## config.mk

```make
export PLATFORM = sky130hd
export DESIGN_NAME = gpr_file_sb
export DESIGN_NICKNAME = d
export VERILOG_FILES = /design/src/rtl/gpr_file_sb.sv
export SDC_FILE = /design/constraint.sdc
export NUM_CORES = 1
export LEC_CHECK = 0
export CAP_MARGIN = 20
export CORE_MARGIN = 2
export CORE_UTILIZATION = 35
export CTS_CLUSTER_SIZE = 28
export DETAILED_ROUTE_END_ITERATION = 8
export PLACE_DENSITY = 0.52
export RECOVER_POWER = 100
export SYNTH_ARGS = -nofsm -noshare
export SYNTH_HDL_FRONTEND = slang
export SYNTH_SLANG_ARGS = --single-unit
```

## constraint.sdc

```tcl
create_clock -name clk -period 3.95 [get_ports clk]
set_input_delay 0.79 -clock clk [delete_from_list [all_inputs] [get_ports clk]]
set_output_delay 0.79 -clock clk [all_outputs]
set_load 0.01 [all_outputs]
```

## src/rtl/gpr_file_sb.sv

```systemverilog
// Parametrised general-purpose register file with bypassed read ports, a link port,
// and a scoreboard of registers awaiting multi-cycle loads.
module gpr_file_sb #(
    parameter int DATA_W    = 16,
    parameter int ADDR_W    = 3,
    parameter int NRD       = 3,
    parameter int RA_IDX    = 5,
    parameter int SP_IDX    = 6,
    parameter int SP_RESET  = 128,
    parameter int ZERO_HARD = 1,
    parameter int MAX_PEND  = 4
) (
    input  logic                            clk,
    input  logic                            rst,
    input  logic                            wr_en,
    input  logic [ADDR_W-1:0]               wr_addr,
    input  logic [DATA_W-1:0]               wr_data,
    input  logic                            link_en,
    input  logic [DATA_W-1:0]               link_data,
    input  logic [NRD*ADDR_W-1:0]           rd_addr,
    output logic [NRD*DATA_W-1:0]           rd_data,
    output logic [NRD-1:0]                  rd_busy,
    input  logic                            issue_en,
    input  logic [ADDR_W-1:0]               issue_addr,
    output logic                            issue_ready,
    output logic [(2**ADDR_W)-1:0]          pending,
    output logic [$clog2(MAX_PEND+1)-1:0]   pend_cnt,
    output logic                            sb_err
);
    localparam int NREGS = 2**ADDR_W;
    localparam int CNT_W = $clog2(MAX_PEND+1);
    localparam logic [ADDR_W-1:0] RA_A  = ADDR_W'(RA_IDX);
    localparam logic [CNT_W-1:0]  MAX_C = CNT_W'(MAX_PEND);

    logic [DATA_W-1:0] regs [NREGS];
    logic              wr_ok, link_ok, iss_ok, iss_hit, clr, set, err;
    logic [NREGS-1:0]  clr_vec, set_vec;
    logic [ADDR_W-1:0] ra;

    function automatic logic is_zero(input logic [ADDR_W-1:0] a);
        return (ZERO_HARD != 0) && (a == '0);
    endfunction

    assign issue_ready = (pend_cnt < MAX_C);

    // A write that clears the very bit being issued turns a would-be error into clear+set.
    always_comb begin
        wr_ok   = wr_en && !is_zero(wr_addr);
        link_ok = link_en && !is_zero(RA_A);
        clr     = wr_ok && pending[wr_addr];
        iss_ok  = issue_en && issue_ready && !is_zero(issue_addr);
        iss_hit = clr && (wr_addr == issue_addr);
        set     = iss_ok && (!pending[issue_addr] || iss_hit);
        err     = iss_ok && pending[issue_addr] && !iss_hit;
        clr_vec = '0;
        set_vec = '0;
        if (clr) clr_vec[wr_addr] = 1'b1;
        if (set) set_vec[issue_addr] = 1'b1;
    end

    always_ff @(posedge clk) begin
        if (rst) begin
            for (int i = 0; i < NREGS; i++)
                regs[i] <= (i == SP_IDX) ? DATA_W'(SP_RESET) : '0;
        end else begin
            if (wr_ok) regs[wr_addr] <= wr_data;
            if (link_ok) regs[RA_A] <= link_data;
        end
    end

    always_ff @(posedge clk) begin
        if (rst) begin
            pending  <= '0;
            pend_cnt <= '0;
            sb_err   <= 1'b0;
        end else begin
            pending  <= (pending & ~clr_vec) | set_vec;
            pend_cnt <= pend_cnt + CNT_W'(set) - CNT_W'(clr);
            if (err) sb_err <= 1'b1;
        end
    end

    // Bypass is suppressed during reset so reads reflect the array being cleared.
    always_comb begin
        rd_data = '0;
        rd_busy = '0;
        ra      = '0;
        for (int i = 0; i < NRD; i++) begin
            ra = rd_addr[i*ADDR_W +: ADDR_W];
            if (!is_zero(ra)) begin
                if (!rst && link_en && ra == RA_A)
                    rd_data[i*DATA_W +: DATA_W] = link_data;
                else if (!rst && wr_en && ra == wr_addr)
                    rd_data[i*DATA_W +: DATA_W] = wr_data;
                else
                    rd_data[i*DATA_W +: DATA_W] = regs[ra];
                rd_busy[i] = pending[ra] && !(wr_en && wr_addr == ra);
            end
        end
    end
endmodule

```

==> flow_summary.yaml, run 1 <==
timing:
  finalCritPeriodShare: 0.988
  worst_slew_pin_slew_ps: 1950
  skew_ps: 9.37
  setup_violations: 0
  slew_violations: 68
  setup_tns_ps: 0
  fmax_mhz: 256
  finalCriticalPeriod_ps: 3900
  worst_slew_margin_rel: -0.302
  hold_violations: 0
floorplan:
  fp.dieH_um: 172
  die-area_um2: 29400
  start_util: 0.355
  std_cell_rows: 61
  num_io_pins: 116
  coreArea_um2: 27700
  dieWidth_um: 172
global_route:
  grt_pass1_vias: 7791
  grt_pass1_wl_um: 50800
  grt_max_degree: 26
  antenna_found_initial: 3
  track_usage: 0.241
  grt_overflow: 0
clock_tree:
  cts_max_level: 4
  cts_root_buf: "clkbuf_16"
  cts_max_path_buffers: 2
  cts.sinks: 140
  clk_latency_ps: 430
  numCtsBuffers: 17
  cts.reportedPaths.clkPinSlew_ps: 70
  cts_hold_buffers: 0
  cts_tree: "yes"
yosys:
  synth_seq_cells: 140
  ys_types: 62
  synth_top_cells_by_area: "edfxtp_1 (39%), mux4_2 (23%), and2_1 (8.1%)"
  synth_top_area_cell: "edfxtp_1"
  synth-simple-area-share: 0.141
  synth_compound_area_frac: 0.0885
  synth_fa_ha_area_frac: 0.00458
  synth_top_family_by_area: "multiplexers"
  syn_area_per_cell_um2: 13.5
  ys.flop_type: "edfxtp_1"
  ys_seq_area_frac: 0.416
  syn_inst: 730
  netlist_area_um2: 9830
  yosys_warnings: 0
  synth.area.mux_share: 0.295
  synth_edf_count: 128
  synth.top_cell.area_share: 0.391
  synthArstFlopShare: 0
  synth_xor_area_frac: 0.0125
power:
  ir_drop_mv: 0.202
  cellPowerDensity_nw_per_um2: 366
  power_mw: 4.57
  p_leak_nw: 4.40
final_layout:
  nFillCells: 2528
  nNetsFinal: 940
  area_delta_synth_final_pct: 26.8
  drive_gt1_frac: 0.286
worst_setup_path:
  cp.required_ps: 3160
  cp_max_fo: 15
  crit_path_end_kind: "primary output"
  path_cells: "clkdlybuf4s50_1 -> buf_4 -> nand4b_1 -> a21oi_4 -> and2b_1 -> buf_12 -> a221o_1 -> clkdlybuf4s50_1"
  critical_path_class: "in -> out"
  worstPathArrival_ps: 3110
  cp-start-kind: "input port"
  crit_top_cell: "clkdlybuf4s50_1"
  cpMaxStageDelayCell: "clkdlybuf4s50_1"
  max_stage_delay_ps: 490
drt:
  vias: 7395
  postRouteAntennaNets: 0
  drtIter0Drc: 615
  wl_per_cell_um: 26.8
  vias_per_cell: 5.78
  drc_errors: 0
  wl_um: 34300
  dr.pass1.iters: 5
min_path:
  hold_path_class: "reg -> reg"
placed_design:
  dp_hpwl_um: 23700
  place_congestion: 0.842
  numPortBuffers: 115
run:
  cap_viol_max_count: 4
run_status:
  status: "finished, violations left"
  violations: "capacitance limit, slew limit"
==> sequential cells by signal (all words and copies together), names as in the netlist <==
signal,cells
sb_err,1
pend_cnt,3
pending,8
regs,128
==> power breakdown <==
group | internal (mW) | total (mW) | leakage [nW] | switching [mW]
registers | 1.73 | 1.82 | 1.35 | 0.0873
clock network | 0.934 | 1.61 | 0.267 | 0.679
logic | 0.622 | 1.13 | 2.79 | 0.511
==> logic make-up after synthesis <==
group | Yosys count
buffers and inverters | 86
DFF | 140
xor gates and xnor gates | 14
and+or+nand+nor | 229
other | 1
adders and majority gates | 3
muxes | 160
AOI/OAI and AO/OA | 97
==> critical path: cells and delay by family <==
family	cells	cell delay (ps)
buffers and inverters	4	1310
AO/OA/AOI/OAI	2	520
AND/OR/NAND/NOR	2	480
==> per-layer routing <==
layer / global-route usage / share of wire / up-vias / wire length, um
li1: - / - / 3227 / -
met1: 0.308 / 0.41 / 3798 / 14000
met2: 0.410 / 0.50 / 318 / 17200
met3: 0.0437 / 0.064 / 52 / 2210
met4: 0.0866 / 0.026 / 0 / 881
met5: 0 / 0 / - / 0
==> timing repair <==
action,in CTS,in global routing
setup buffers,0,2
pin swaps,0,1
gates cloned,0,0
setup endpoints to repair,2,48
hold endpoints to repair,0,0
gates resized for setup,2,8
==> synth_stat cells, drive strengths merged, types with 8 or more instances <==
master  instances
nand2          14
buf            57
a221o          46
mux4          100
o21ai           8
and2          128
mux2           34
nor3           22
a22o           16
clkbuf         21
mux2i          26
or2             9
dfxtp          12
edfxtp        128
nor2           16
==> cell type report <==
cell class | instances | area (um2) | area share
multi-input combinational | 519 | 5420 | 0.435
inverter | 8 | 30.0 | 0.00241
clock buffer | 19 | 433 | 0.0347
antenna | 3 | 7.51 | 0.000603
tap | 378 | 473 | 0.0380
timing repair buffer | 199 | 1860 | 0.150
clock inverter | 13 | 145 | 0.0116
sequential | 140 | 4080 | 0.328
==> through the flow <==
| step | std cells | worst slack (ps) | utilization | hold WS [ps] | cell area (um2) |
|---|---|---|---|---|---|
| 2_1_floorplan | 745 | 840 | - | 476 | 9880 |
| 3_3_place_gp | 1242 | 33.2 | 0.430 | 459 | 11900 |
| 3_5_place_dp | 1242 | -6.42 | 0.430 | 448 | 11900 |
| 4_1_cts | 1274 | 35.1 | 0.451 | 472 | 12500 |
| 5_1_grt | 1277 | -10.9 | 0.450 | 496 | 12500 |
| 6_report | 1279 | 47.6 | 0.450 | 469 | 12500 |
==> path summary, 6_finish.rpt <==
| check | start | end | cells past startpoint | slack (ps) |
|---|---|---|---|---|
| max reg2reg | pending[4] | pend_cnt[2] | 10 | 1300 |
| min | sb_err | sb_err | 2 | 470 |
| min reg2reg | sb_err | sb_err | 2 | 470 |
| max | rd_addr[5] | rd_data[22] | 8 | 50 |
==> cell usage in the layout (no fill, tap or decap), types with 14 or more instances in the layout <==
master,Yosys,final
nor2_1,16,14
buf_4,4,57
clkdlybuf4s50_1,0,89
and2_1,128,66
a221o_1,46,46
nor3_1,21,22
nand2_1,14,14
dlygate4sd3_1,0,16
clkbuf_16,0,17
conb_1,1,16
edfxtp_1,128,128
mux4_2,100,100
mux2i_1,26,26
mux2_2,33,32
a22o_1,16,16
and2_0,0,62
Note: power is estimated with default switching activity, not from simulation.
==> run 2: changes to the inputs <==
--- a/config.mk
+++ b/config.mk
@@ -10,8 +10,10 @@
 export CORE_UTILIZATION = 35
 export CTS_CLUSTER_SIZE = 28
 export DETAILED_ROUTE_END_ITERATION = 8
+export GPL_ROUTABILITY_DRIVEN = 0
 export PLACE_DENSITY = 0.52
 export RECOVER_POWER = 100
+export SKIP_CTS_REPAIR_TIMING = 1
 export SYNTH_ARGS = -nofsm -noshare
 export SYNTH_HDL_FRONTEND = slang
 export SYNTH_SLANG_ARGS = --single-unit
==> flow_summary.yaml, run 2 (synthesized netlist as in run 1, its figures left out) <==
placed_design:
  dp_hpwl_um: 23500
  place_area_um2: 11900
  numPortBuffers: 115
  pre_cts_ws_ps: -51.3
clock_tree:
  cts_root_buf: "clkbuf_16"
  cts.reportedPaths.clkPinSlew_ps: 60
  cts_tree: "yes"
  cts_max_level: 4
  clk_latency_ps: 430
  numCtsBuffers: 17
  cts_max_path_buffers: 2
  cts.sinks: 140
final_layout:
  largest_register_ff_count: 128
  top_register: "regs"
  seq_area_um2: 4080
  layout_common_cells: "and2_1 (128), edfxtp_1 (128), mux4_2 (100)"
  diodes: 0
  top_regs: "regs x128, pending x8, pend_cnt x3"
  nNetsFinal: 945
  drive_gt1_frac: 0.310
  multi_input_area_um2: 5460
  nFillCells: 2482
  fin_area_um2: 12600
  area_delta_synth_final_pct: 28.5
timing:
  skew_ps: 3.91
  finalCriticalPeriod_ps: 3940
  worst_slack_ps: 12.4
  finalCritPeriodShare: 0.997
  setup_violations: 0
  worst_slew_margin_rel: 0.268
  fmax_mhz: 254
  hold_violations: 0
  slew_violations: 0
  worst_slew_pin_slew_ps: 1100
  holdWs_ps: 459
  rsz0062_at_grt: "true"
floorplan:
  dieWidth_um: 172
  num_io_pins: 116
  coreArea_um2: 27700
  die-area_um2: 29400
  start_util: 0.355
  std_cell_rows: 61
  fp.dieH_um: 172
run:
  cap_viol_max_count: 0
power:
  power_mw: 4.67
  combinationalPowerShare: 0.246
  p_sw_mw: 1.30
  ir_drop_mv: 0.209
  p_leak_nw: 4.70
  power_frac_seq: 0.389
  pwr-share-clk: 0.365
  internal-power_mw: 3.37
  p_sw_frac: 0.279
  cellPowerDensity_nw_per_um2: 370
drt:
  drc_errors: 0
  drtIter0Drc: 631
  postRouteAntennaNets: 0
  dr.pass1.iters: 5
  wl_um: 34100
  vias_per_cell: 5.86
  wl_per_cell_um: 26.6
  vias: 7510
worst_setup_path:
  crit_path_end_kind: "primary output"
  worstPathArrival_ps: 3150
  cp_max_fo: 5
  cp-start-kind: "input port"
  critical_path_class: "in -> out"
  cp.required_ps: 3160
global_route:
  grt_max_degree: 26
  grt_pass1_vias: 7867
  grt_pass1_wl_um: 50000
  grt_overflow: 0
  track_usage: 0.238
  antenna_found_initial: 0
run_status:
  status: "finished clean"
min_path:
  hold_path_class: "reg -> reg"
-- run 2: cell types whose count changed in the layout (fill, tap and decap cells not counted), moves of 8 or more --
cell,previous run,this run
buf_4,57,71
dlygate4sd3_1,16,1
and2_0,62,0
and2_1,66,128
dlymetal6s2s_1,3,19
clkbuf_1,13,5
-- run 2: area by class of cell --
type | count | area share
clock buffers | 17 | 0.0337
clock inverters | 15 | 0.0149
inverters | 8 | 0.00238
multi-input cells | 519 | 0.432
flip-flops and latches | 140 | 0.323
well taps | 378 | 0.0375
repair buffers | 204 | 0.156
-- run 2: per-layer routing --
layer	vias up	part of all wire	track usage
li1	3231	-	-
met1	3851	0.41	0.303
met2	345	0.48	0.387
met3	83	0.071	0.0580
met4	0	0.040	0.106
met5	-	0	0
-- run 2: metrics by stage --
step                      setup TNS, ps   util  cells
after floorplan                       0      -    745
after global placement             -412  0.430   1244
after detailed placement           -486  0.430   1244
after CTS                          -679  0.452   1276
after global routing              -81.2  0.456   1281
final                                 0  0.456   1281
-- run 2: worst paths after layout --
check             startpoint     endpoint  slack (ps)  depth (start not counted)
setup / recovery       wr_en  rd_data[30]          10                          8
hold / removal        sb_err       sb_err         460                          2
hold reg to reg       sb_err       sb_err         460                          2
setup reg to reg  pending[4]  pend_cnt[2]        1310                         10
-- run 2: power groups by stage --
stage          logic, mW  clock network (mW)  registers, mW
2_1_floorplan      0.646                   0           1.82
3_3_place_gp        1.14                   0           1.83
5_1_grt             1.22                1.78           1.83
3_5_place_dp        1.15                   0           1.85
6_report            1.15                1.70           1.82
4_1_cts             1.15                1.72           1.82
-- run 2: worst max-delay path, cell delays in order --
cell             delay, ps
dlygate4sd3_1          690
nand2b_4               120
nor4_4                 260
buf_4                  190
a2111oi_0               60
a221oi_1               300
buf_4                  180
clkdlybuf4s50_1        540
==> run 3: changes to the inputs <==
--- a/config.mk
+++ b/config.mk
@@ -14,6 +14,7 @@
 export PLACE_DENSITY = 0.52
 export RECOVER_POWER = 100
 export SKIP_CTS_REPAIR_TIMING = 1
+export SKIP_LAST_GASP = 1
 export SYNTH_ARGS = -nofsm -noshare
 export SYNTH_HDL_FRONTEND = slang
 export SYNTH_SLANG_ARGS = --single-unit
==> flow_summary.yaml, run 3 (synthesized netlist as in run 1, its figures left out) <==
run_status:
  status: "finished, violations left"
  violations: "capacitance limit, slew limit"
worst_setup_path:
  critical_path_class: "in -> out"
  cp_max_fo: 5
  cpMaxStageDelayCell: "dlygate4sd3_1"
  cp.depth: 8
  cp_num_buf_inv: 4
  r2r_end: "pend_cnt[2]"
  max_stage_delay_ps: 690
  reg2regPathDepth: 10
  worstPathArrival_ps: 3140
  crit_family: "buffers and inverters"
  path_cells: "dlygate4sd3_1 -> nand2b_4 -> nor4_4 -> buf_4 -> a2111oi_0 -> a221oi_1 -> buf_4 -> clkdlybuf4s50_1"
  crit_top_cell: "buf_4"
  cp.required_ps: 3160
  crit_path_end_kind: "primary output"
  r2r_start: "pending[4]"
  cp-endpoint: "rd_data[30]"
  cp-start-kind: "input port"
  crit_start: "wr_en"
  ff2ff_setup_slack_ps: 1310
min_path:
  whs_path_depth: 2
  hold_path_class: "reg -> reg"
  min-delay-start: "sb_err"
final_layout:
  nNetsFinal: 945
  nFillCells: 2491
  final_util: 0.453
  fin_area_um2: 12600
  area_delta_synth_final_pct: 27.8
  largest_register_ff_count: 128
  layout_common_cells: "edfxtp_1 (128), mux4_2 (100), clkdlybuf4s50_1 (75)"
  layout_commonest_cell: "edfxtp_1"
  fin_cells: 1282
  top_regs: "regs x128, pending x8, pend_cnt x3"
  top_register: "regs"
  drive_gt1_frac: 0.287
drt:
  drc_errors: 0
  wl_per_cell_um: 26.6
  vias_per_cell: 5.85
  dr.pass1.iters: 5
  drtIter0Drc: 666
  vias: 7495
  postRouteAntennaNets: 0
  wl_um: 34000
global_route:
  grt_max_degree: 26
  busiest_layer: "met2"
  antenna_found_initial: 0
  grt.met1_usage: 0.303
  grt_pass1_vias: 7867
  grt_pass1_wl_um: 50000
  use_met3: 0.0580
  track_usage: 0.238
  grt_overflow: 0
  met2_usage: 0.387
placed_design:
  dp_hpwl_um: 23500
  place_area_um2: 11900
  dp_cells: 1244
  numPortBuffers: 115
  pre_cts_ws_ps: -51.3
floorplan:
  num_io_pins: 116
  dieWidth_um: 172
  die-area_um2: 29400
  start_util: 0.355
  fp.dieH_um: 172
  std_cell_rows: 61
  coreArea_um2: 27700
timing:
  fmax_mhz: 254
  skew_ps: 3.37
  hold_violations: 0
  finalCritPeriodShare: 0.995
  slew_violations: 51
  rsz0062_at_grt: "true"
  setup_violations: 0
  worst_slack_ps: 18.1
  setup_tns_ps: 0
  finalCriticalPeriod_ps: 3930
  worst_slew_pin_slew_ps: 1980
  worst_slew_margin_rel: -0.321
clock_tree:
  clk_latency_ps: 430
  numCtsBuffers: 17
  cts_max_path_buffers: 2
  cts_tree: "yes"
  cts.reportedPaths.clkPinSlew_ps: 60
  cts.sinks: 140
  cts_root_buf: "clkbuf_16"
  cts_max_level: 4
run:
  cap_viol_max_count: 3
power:
  p_leak_nw: 4.61
  cellPowerDensity_nw_per_um2: 371
  ir_drop_mv: 0.209
==> run 3: cell types whose count changed in the layout (fill, tap and decap cells not counted), sizes merged <==
cell           change
buf               -12
dlygate4sd3       +13
clkbuf            +12
diode              +1
clkdlybuf4s50     -13
==> run 3: stage by stage <==
stage / power (mW) / hold slack [ps]
final: 4.65 / 453
after global routing: 4.82 / 503
after CTS: 4.69 / 460
after detailed placement: 2.99 / 445
after global placement: 2.97 / 444
after floorplan: 2.46 / 476
==> run 3: area by class of cell <==
cell class / instances / area (um2) / area share
antenna: 1 / 2.50 / 0.000199
clock inverter: 15 / 188 / 0.0150
inverter: 8 / 30.0 / 0.00239
timing repair buffer: 204 / 1930 / 0.153
multi-input combinational: 519 / 5420 / 0.432
tap: 378 / 473 / 0.0377
sequential: 140 / 4080 / 0.325
clock buffer: 17 / 425 / 0.0339
==> run 3: tightest hold or removal path: stages, from the launching register on <==
cell	delay, ps
dfxtp_1	320
nand2_1	50
o41ai_1	50
==> run 3: worst min path at each step <==
stage / slack [ps] / to
after floorplan: 480 / sb_err
after global routing: 500 / sb_err
after CTS: 460 / sb_err
after detailed placement: 450 / sb_err
final: 450 / sb_err
after global placement: 440 / sb_err
==> run 3: layer usage <==
metal	wire, um	vias to the layer above
met3	2600	77
met1	13800	3840
li1	-	3236
met5	0	-
met2	16400	342
met4	1290	0
==> run 3: power by group <==
part	internal, mW	leakage (nW)	switching [mW]
clock	1.01	0.286	0.697
combinational	0.619	2.98	0.514
sequential	1.73	1.35	0.0864
